===== src/rtl/multicycle_ctrl_pkg.sv =====
// Shared definitions for the multicycle ARM control FSM: state encodings,
// datapath select constants and instruction class codes.
package multicycle_ctrl_pkg;

    typedef enum logic [3:0] {
        S_FETCH  = 4'd0,
        S_DECODE = 4'd1,
        S_MEMADR = 4'd2,
        S_MEMRD  = 4'd3,
        S_MEMWB  = 4'd4,
        S_MEMWR  = 4'd5,
        S_EXECR  = 4'd6,
        S_EXECI  = 4'd7,
        S_ALUWB  = 4'd8,
        S_BRANCH = 4'd9
    } state_t;

    localparam logic [1:0] SRCB_RD2    = 2'b00;
    localparam logic [1:0] SRCB_EXTIMM = 2'b01;
    localparam logic [1:0] SRCB_FOUR   = 2'b10;

    localparam logic [1:0] RES_ALUOUT    = 2'b00;
    localparam logic [1:0] RES_DATA      = 2'b01;
    localparam logic [1:0] RES_ALURESULT = 2'b10;

    localparam logic [1:0] OP_DP  = 2'b00;
    localparam logic [1:0] OP_MEM = 2'b01;
    localparam logic [1:0] OP_BR  = 2'b10;

    // Memory data-phase states are the only ones where byte accesses matter.
    function automatic logic is_mem_access(input state_t s);
        return (s == S_MEMRD) || (s == S_MEMWR);
    endfunction

endpackage


===== src/rtl/multicycle_next_state.sv =====
// Combinational next-state function of the multicycle control FSM.
module multicycle_next_state
    import multicycle_ctrl_pkg::*;
(
    input  state_t     state_i,
    input  logic [1:0] op_i,
    input  logic       funct_imm_i,
    input  logic       funct_load_i,
    output state_t     state_o
);

    // Next-state selection; any unknown encoding falls back to FETCH.
    always_comb begin
        state_o = S_FETCH;
        case (state_i)
            S_FETCH:  state_o = S_DECODE;
            S_DECODE: begin
                case (op_i)
                    OP_MEM:  state_o = S_MEMADR;
                    OP_DP:   state_o = funct_imm_i ? S_EXECI : S_EXECR;
                    OP_BR:   state_o = S_BRANCH;
                    default: state_o = S_FETCH;
                endcase
            end
            S_MEMADR: state_o = funct_load_i ? S_MEMRD : S_MEMWR;
            S_MEMRD:  state_o = S_MEMWB;
            S_MEMWB:  state_o = S_FETCH;
            S_MEMWR:  state_o = S_FETCH;
            S_EXECR:  state_o = S_ALUWB;
            S_EXECI:  state_o = S_ALUWB;
            S_ALUWB:  state_o = S_FETCH;
            S_BRANCH: state_o = S_FETCH;
            default:  state_o = S_FETCH;
        endcase
    end

endmodule


===== src/rtl/multicycle_ctrl.sv =====
// Main control FSM for the multicycle ARM datapath: state register plus
// Moore-style decode of per-cycle selects and enables.
module multicycle_ctrl
    import multicycle_ctrl_pkg::*;
(
    input  logic       clk,
    input  logic       reset,
    input  logic [1:0] Op,
    input  logic [5:0] Funct,
    output logic       IRWrite,
    output logic       AdrSrc,
    output logic       ALUSrcA,
    output logic [1:0] ALUSrcB,
    output logic [1:0] ResultSrc,
    output logic       NextPC,
    output logic       RegW,
    output logic       MemW,
    output logic       Branch,
    output logic       ALUOp,
    output logic       Byte,
    output logic       Done
);

    state_t state_q;
    state_t state_d;
    logic   unused_funct_s;

    assign unused_funct_s = ^{Funct[4:3], Funct[1]};

    multicycle_next_state u_next_state (
        .state_i      (state_q),
        .op_i         (Op),
        .funct_imm_i  (Funct[5]),
        .funct_load_i (Funct[0]),
        .state_o      (state_d)
    );

    // State register; reset forces FETCH without waiting for a clock edge.
    always_ff @(posedge clk or posedge reset) begin
        if (reset) begin
            state_q <= S_FETCH;
        end else begin
            state_q <= state_d;
        end
    end

    // Per-state datapath controls; illegal encodings drive everything inactive.
    always_comb begin
        IRWrite   = 1'b0;
        AdrSrc    = 1'b0;
        ALUSrcA   = 1'b0;
        ALUSrcB   = SRCB_RD2;
        ResultSrc = RES_ALUOUT;
        NextPC    = 1'b0;
        RegW      = 1'b0;
        MemW      = 1'b0;
        Branch    = 1'b0;
        ALUOp     = 1'b0;
        Byte      = is_mem_access(state_q) ? Funct[2] : 1'b0;
        Done      = 1'b0;
        case (state_q)
            S_FETCH: begin
                IRWrite   = 1'b1;
                ALUSrcA   = 1'b1;
                ALUSrcB   = SRCB_FOUR;
                ResultSrc = RES_ALURESULT;
                NextPC    = 1'b1;
            end
            S_DECODE: begin
                // PC+8 for R15 reads; an unsupported class retires here.
                ALUSrcA   = 1'b1;
                ALUSrcB   = SRCB_FOUR;
                ResultSrc = RES_ALURESULT;
                Done      = (Op == 2'b11);
            end
            S_MEMADR: ALUSrcB = SRCB_EXTIMM;
            S_MEMRD:  AdrSrc  = 1'b1;
            S_MEMWB: begin
                ResultSrc = RES_DATA;
                RegW      = 1'b1;
                Done      = 1'b1;
            end
            S_MEMWR: begin
                AdrSrc = 1'b1;
                MemW   = 1'b1;
                Done   = 1'b1;
            end
            S_EXECR:  ALUOp = 1'b1;
            S_EXECI: begin
                ALUSrcB = SRCB_EXTIMM;
                ALUOp   = 1'b1;
            end
            S_ALUWB: begin
                RegW = 1'b1;
                Done = 1'b1;
            end
            S_BRANCH: begin
                ALUSrcB   = SRCB_EXTIMM;
                ResultSrc = RES_ALURESULT;
                Branch    = 1'b1;
                Done      = 1'b1;
            end
            default: begin
                IRWrite = 1'b0;
            end
        endcase
    end

endmodule


===== config.mk =====
export PLATFORM = sky130hd
export DESIGN_NAME = multicycle_ctrl
export DESIGN_NICKNAME = d
export VERILOG_FILES = /design/src/rtl/multicycle_ctrl_pkg.sv /design/src/rtl/multicycle_next_state.sv /design/src/rtl/multicycle_ctrl.sv
export SDC_FILE = /design/constraint.sdc
export NUM_CORES = 1
export LEC_CHECK = 0
export BUFFER_PORTS_ARGS = -buffer_cell sky130_fd_sc_hd__buf_2
export CORE_AREA = 2 2 39 41
export CTS_CLUSTER_DIAMETER = 150
export DETAILED_ROUTE_END_ITERATION = 8
export DIE_AREA = 0 0 41 43
export GPL_ROUTABILITY_DRIVEN = 1
export HOLD_SLACK_MARGIN = 0.03
export PLACE_DENSITY = 0.65
export SLEW_MARGIN = 10
export SYNTH_ARGS = -nofsm -noshare
export SYNTH_HDL_FRONTEND = slang
export SYNTH_SLANG_ARGS = --single-unit

===== constraint.sdc =====
create_clock -name clk -period 3.3 [get_ports clk]
set_input_delay 0.66 -clock clk [delete_from_list [all_inputs] [get_ports clk]]
set_output_delay 0.66 -clock clk [all_outputs]
set_load 0.005 [all_outputs]

==> results of run 1 <==
path summary, 6_finish.rpt:
path	endpoint	slack [ns]	depth (start not counted)	start
max reg2reg	state_q[1]	2.18	3	state_q[1]
max in group asynchronous	state_q[3]	2.84	2	reset
min reg2reg	state_q[0]	0.69	1	state_q[0]
min in group clk	state_q[0]	0.69	1	state_q[0]
max	ALUSrcB[0]	1.16	4	state_q[1]
min	state_q[1]	0.31	2	reset
final cells by class:
type | count | area, um^2 | share of cell area, %
tap | 16 | 20.02 | 4.507
sequential | 4 | 100.1 | 22.54
timing repair buffer | 20 | 100.1 | 22.54
multi-input combinational | 32 | 186.4 | 41.97
clock buffer | 3 | 22.52 | 5.070
inverter | 4 | 15.01 | 3.380
cells in the mapped netlist:
master    n  area, um^2
o21ai_0   2       10.01
nor2_1    8       30.03
and2_1    1       6.260
o21ai_1   1       5.000
nand2b_1  4       25.02
a211oi_1  2       15.01
o22a_1    1       8.760
o221ai_1  1       8.760
or2_1     2       12.51
buf_4     2       15.01
inv_1     4       15.01
nor3b_2   1       12.51
nand2_1   2       7.510
buf_2     2       10.01
a21oi_1   2       10.01
a41o_1    1       10.01
nor3_1    2       10.01
dfrtp_1   4       100.1
xnor2_1   1       8.760
a31oi_1   1       6.260
cell usage in the layout, fill, tap and decap left out:
master	n
xnor2_1	1
o21ai_0	2
dfrtp_1	4
a211oi_1	2
a41o_1	1
nor3_1	2
and2_1	1
nor2_1	8
inv_1	4
nor3b_2	1
o221ai_1	1
a31oi_1	1
o22a_1	1
a21oi_1	2
nand2b_1	4
nand2_1	2
o21ai_1	1
or2_1	2
clkbuf_4	3
buf_2	20
layer usage:
metal  vias up  GRT usage (%)  wire (um)
li1        191              -          -
met3         2          1.571         69
met4         0          10.00         15
met5         -              0          0
met1       156          15.21        359
met2        15          12.50        335
power groups by stage:
stage          clock network [uW]  registers (uW)  logic [uW]
2_1_floorplan                   0            84.5         175
3_3_place_gp                    0             111         216
3_5_place_dp                    0             113         219
4_1_cts                      62.9             112         219
5_1_grt                      66.0             118         239
6_report                     59.3             112         215
cell families after synthesis:
kind of cell	share of synthesized area, %
xor gates and xnor gates	2.682
buffers and inverters	12.26
DFF	30.65
AOI/OAI and AO/OA	22.61
and+or+nand+nor	31.80
metrics by stage:
step           util, %  worst slack, ns
2_1_floorplan        -            1.475
3_3_place_gp     30.47            1.393
3_5_place_dp     30.47            1.383
4_1_cts          32.10            1.147
5_1_grt          32.10            1.081
6_report         32.10            1.158
==> run metrics, run 1 <==
Placeable Area about 1400 um^2; # rows 14; worst hold margin 0.3064 ns; initial antenna violation count 0; RSZ-0062 raised after global routing false; Root Buffer clkbuf_4; die width 41 um; Post-Layout Inst Area around 440 um^2; CTS buffer count 3; Ports 24; Syn. warnings 0; Max Buffers Root-to-Sink 2; Area Overhead vs Synth 36.02%; top flop regs state_q: 4 flops; status complete, no violations; Resized cells post-CTS 0; vias in the first global route 312; largest net degree at the start of global routing 15; Starting Density between 20% and 30%; Lkg Pwr approximately 0.00024 uW; Sink Count 4; Unique masters post-synth 20; Placement Cell Area 421.7 um^2; DP HPWL 624.3 um; hold_buf cts 0; Buf/Inv on CP 1; Cell Area, Synth 326.6 um^2; Non-Filler Instances between 70 and 80; critical path startpoint category register; sequential share of power between 20 and 30%; die area between 1500 and 2000 um^2; fin nets 75; clk_lat worst skew 0.23 ns; Worst Max-Slew Pin Slew 0.4103 ns; post-route minimum period ~2.1 ns; Crit-path slowest cell dfrtp_1; clock network power share approximately 15%; Final Hold Vio Count 0; Fin Clk Skew about 0.0027 ns; Post-Syn Instances 44; pins over their slew limit 0; total grt overflow 0; via count around 360; pwr dens 868.5 nW/um^2; switching share of power a little over two fifths; Data required, critical path 2.64 ns; first drt pass iteration count 4; critical path class reg2out; Die H ~43 um; Hold Crit Class in2async; Ant. Diodes 0; Tot Pwr roughly 390 uW; CP max FO 14; DRT iter0 DRCs 10; Placer Congestion 0.6721; placed instance count 76; Post-Syn Area per Cell 7.422 um^2; Final Cycle Share between 60% and 70%; cell chain of the critical path nand2b_1 > or2_1 > o221ai_1 > buf_2; Synth Net Count 54; ratio of cells with drive above 1 in the final layout 38.10%; Total GRT Usage between 10% and 20%; sequential fraction of the synthesis area a little under a third; Combinational Power Share 55.7%; ANT nets after route 0; CTS tree built; via-per-instance ratio about 4.6; CP top delay family simple AND/OR/NAND/NOR gates; DRC 0; Sum Neg Setup Slack 0 ns; most flop-heavy register state_q; peak supply drop around 0.32 mV; htree depth 1; number of max-cap violations 0; Crit path arrival time 1.48 ns; wire length of the first global-routing pass roughly 1.2 mm; Post-CTS Setup Inserts 0; Worst-path clk slew ~0.04 ns; crit end category primary output; Setup violations, final 0; Worst path max stage delay around 0.5 ns; IO Port Bufs 20; Max Clock Freq between 400 and 500 MHz; max FFs per register 4; Slew HR between 70% and 80%; Int Power between 200 and 250 uW; number of fill cells around 170; P_sw 166.4 uW; Synth Register Bits 4; detailed-route wire length per cell 9.873 um; final WL roughly 800 um
Note: power is estimated with default switching activity, not from simulation.
==> run 2: changes to the inputs <==
--- a/config.mk
+++ b/config.mk
@@ -12,7 +12,7 @@
 export DIE_AREA = 0 0 41 43
 export GPL_ROUTABILITY_DRIVEN = 1
 export HOLD_SLACK_MARGIN = 0.03
-export PLACE_DENSITY = 0.65
+export PLACE_DENSITY = 0.67
 export SLEW_MARGIN = 10
 export SYNTH_ARGS = -nofsm -noshare
 export SYNTH_HDL_FRONTEND = slang
==> constraint.sdc (replaced) <==
create_clock -name clk -period 1.9 [get_ports clk]
set_input_delay 0.38 -clock clk [delete_from_list [all_inputs] [get_ports clk]]
set_output_delay 0.38 -clock clk [all_outputs]
set_load 0.005 [all_outputs]
==> run metrics, run 2 (synthesis gave the netlist of run 1 again) <==
Post-CTS Setup Inserts 0 (unchanged); status complete, no violations; Hold Path Sink state_q[2]; Sink Count 4 (unchanged); Int Power 403.8 uW (+84%); most flop-heavy register state_q; switching share of power 41.55% (-1.6 points); largest net degree at the start of global routing 13 (-2); CP max FO 6 (-8); Final Hold Vio Count 0 (unchanged); Worst Max-Slew Pin Slew 0.1951 ns (-0.2152 ns); Worst Hold Depth 4; critical path class reg2out; Starting Density 23.60% (unchanged); via-per-instance ratio 4.432 (-3.8%); fin nets 77 (+2.7%); Total GRT Usage 9.869% (-0.69 points); Combinational Power Share 58.7% (+3.0 points); Post-Layout Inst Area 465.4 um^2 (+4.8%); hold path start Op[0]; Slew HR 86.89% (+14 points); Crit path arrival time 1.35 ns (-0.13 ns); Final Cycle Share 90.99%; P_sw 287.1 uW (+73%); Worst-path clk slew 0.03 ns (about the same); # rows 14 (unchanged); clk_lat worst skew 0.23 ns (about the same); DP HPWL 603.3 um (-3.4%); Area Overhead vs Synth 42.53%; R2R depth 4 (+1); multi-input logic area 188.9 um^2 (+1.3%); Final Util 33.63% (+1.5 points); Root Buffer clkbuf_4; RR Startpoint state_q[1]; Setup violations, final 0 (unchanged); post-route minimum period roughly 1.7 ns; Placeable Area 1384 um^2 (unchanged); RSZ-0062 raised after global routing false; Ant. Diodes 0 (unchanged); die area 1763 um^2 (unchanged); Lkg Pwr 0.0002491 uW (+3.7%); worst hold margin 0.4509 ns (+0.1445 ns); detailed-route wire length per cell 9.210 um (-6.7%); Max Buffers Root-to-Sink 2 (unchanged); IO Port Bufs 20 (unchanged); R2R Setup Slk 0.85 ns (-1.33 ns); most common cell after layout, fill and taps aside buf_2; r2r endpoint state_q[1]; wire length of the first global-routing pass 1.145 mm (-7.8%); final WL 746 um (-4.4%); CTS tree built; register area 101.3 um^2 (+1.2%); pins over their slew limit 0 (unchanged); Fin Clk Skew 0.0006397 ns (-0.002078 ns); peak supply drop 0.5734 mV (+81%); Die H 43 um (unchanged); Placer Congestion 0.7249 (+7.9%); pwr dens 1484 nW/um^2 (+71%); first drt pass iteration count 4 (unchanged); max FFs per register 4 (unchanged); DRC 0 (unchanged); Sum Neg Setup Slack 0 ns (unchanged); critical path startpoint category register; Critical Path Source state_q[1]; DRT iter0 DRCs 6 (-4); die width 41 um (unchanged); via count 359 (-1.4%); top flop regs state_q: 4 flops; Placement Cell Area 429.2 um^2 (+1.8%); Tot Pwr 690.9 uW (+79%); Ports 24 (unchanged); most frequent cells in the layout buf_2, nor2_1, inv_1, nand2b_1; vias in the first global route 301 (-3.5%); ANT nets after route 0 (unchanged); CTS buffer count 3 (unchanged); number of fill cells 168 (+0.60%); sequential share of power 26.7% (-2.3 points); Data required, critical path 1.52 ns (-1.12 ns); Max Clock Freq 578.4 MHz; ratio of cells with drive above 1 in the final layout 41.54% (+3.4 points); total grt overflow 0 (unchanged); initial antenna violation count 0 (unchanged); number of max-cap violations 0 (unchanged); crit end category primary output; clock network power share 14.6% (-0.8 points); htree depth 1 (unchanged); Hold Crit Class in2reg
[run 2: cell count changes in the layout (fill, tap and decap cells not counted)]
cell,delta
buf_4,+1
or2_4,+1
dfrtp_1,-1
or2_1,-1
dlygate4sd3_1,+1
dfrtp_2,+1
[run 2: metal layers]
metal | track usage (%) | part of all wire, % | wire length [um]
met1 | 11.69 | 41 | 305
met2 | 14.69 | 52 | 389
met5 | 0 | 0 | 0
met4 | 8.000 | 0 | 0
met3 | 1.571 | 6.8 | 51
[run 2: through the flow]
stage | worst slack (ns) | instances
3_3_place_gp | 0.3622 | 77
4_1_cts | 0.09924 | 81
5_1_grt | 0.08969 | 81
6_report | 0.1712 | 81
2_1_floorplan | 0.3554 | 44
3_5_place_dp | 0.3505 | 77
[run 2: worst max-delay path by stage]
stage               cells after the start  slack, ns          to
floorplan                               4       0.36      NextPC
global placement                        4       0.36        Done
detailed placement                      4       0.35        Done
CTS                                     4        0.1        Done
global route                            4       0.09  ALUSrcB[0]
finish                                  4       0.17  ALUSrcB[0]
[run 2: timing repair]
action,CTS,global route
resized for setup,0,2
setup endpoints to repair,0,2
hold endpoints to repair,4,0
hold buffers,1,0
[run 2: final cells by class]
cell class | instances | area share, %
tap | 16 | 4.301
clock buffer | 3 | 4.839
inverter | 4 | 3.226
multi-input combinational | 32 | 40.59
sequential | 4 | 21.77
timing repair buffer | 22 | 25.27
[run 2: critical path, stage by stage, from the launching register on]
cell and delay [ns]:
dfrtp_1 0.43, nand2b_1 0.20, or2_1 0.27, o221ai_1 0.08, buf_2 0.14
[run 2: power groups by stage]
stage                     Sequential (uW)  Combinational [uW]  Clock [uW]
after global placement                180                 393           0
after CTS                             181                 402         107
final                                 184                 406         101
after detailed placement              182                 401           0
after global routing                  195                 467         112
after floorplan                       147                 303           0
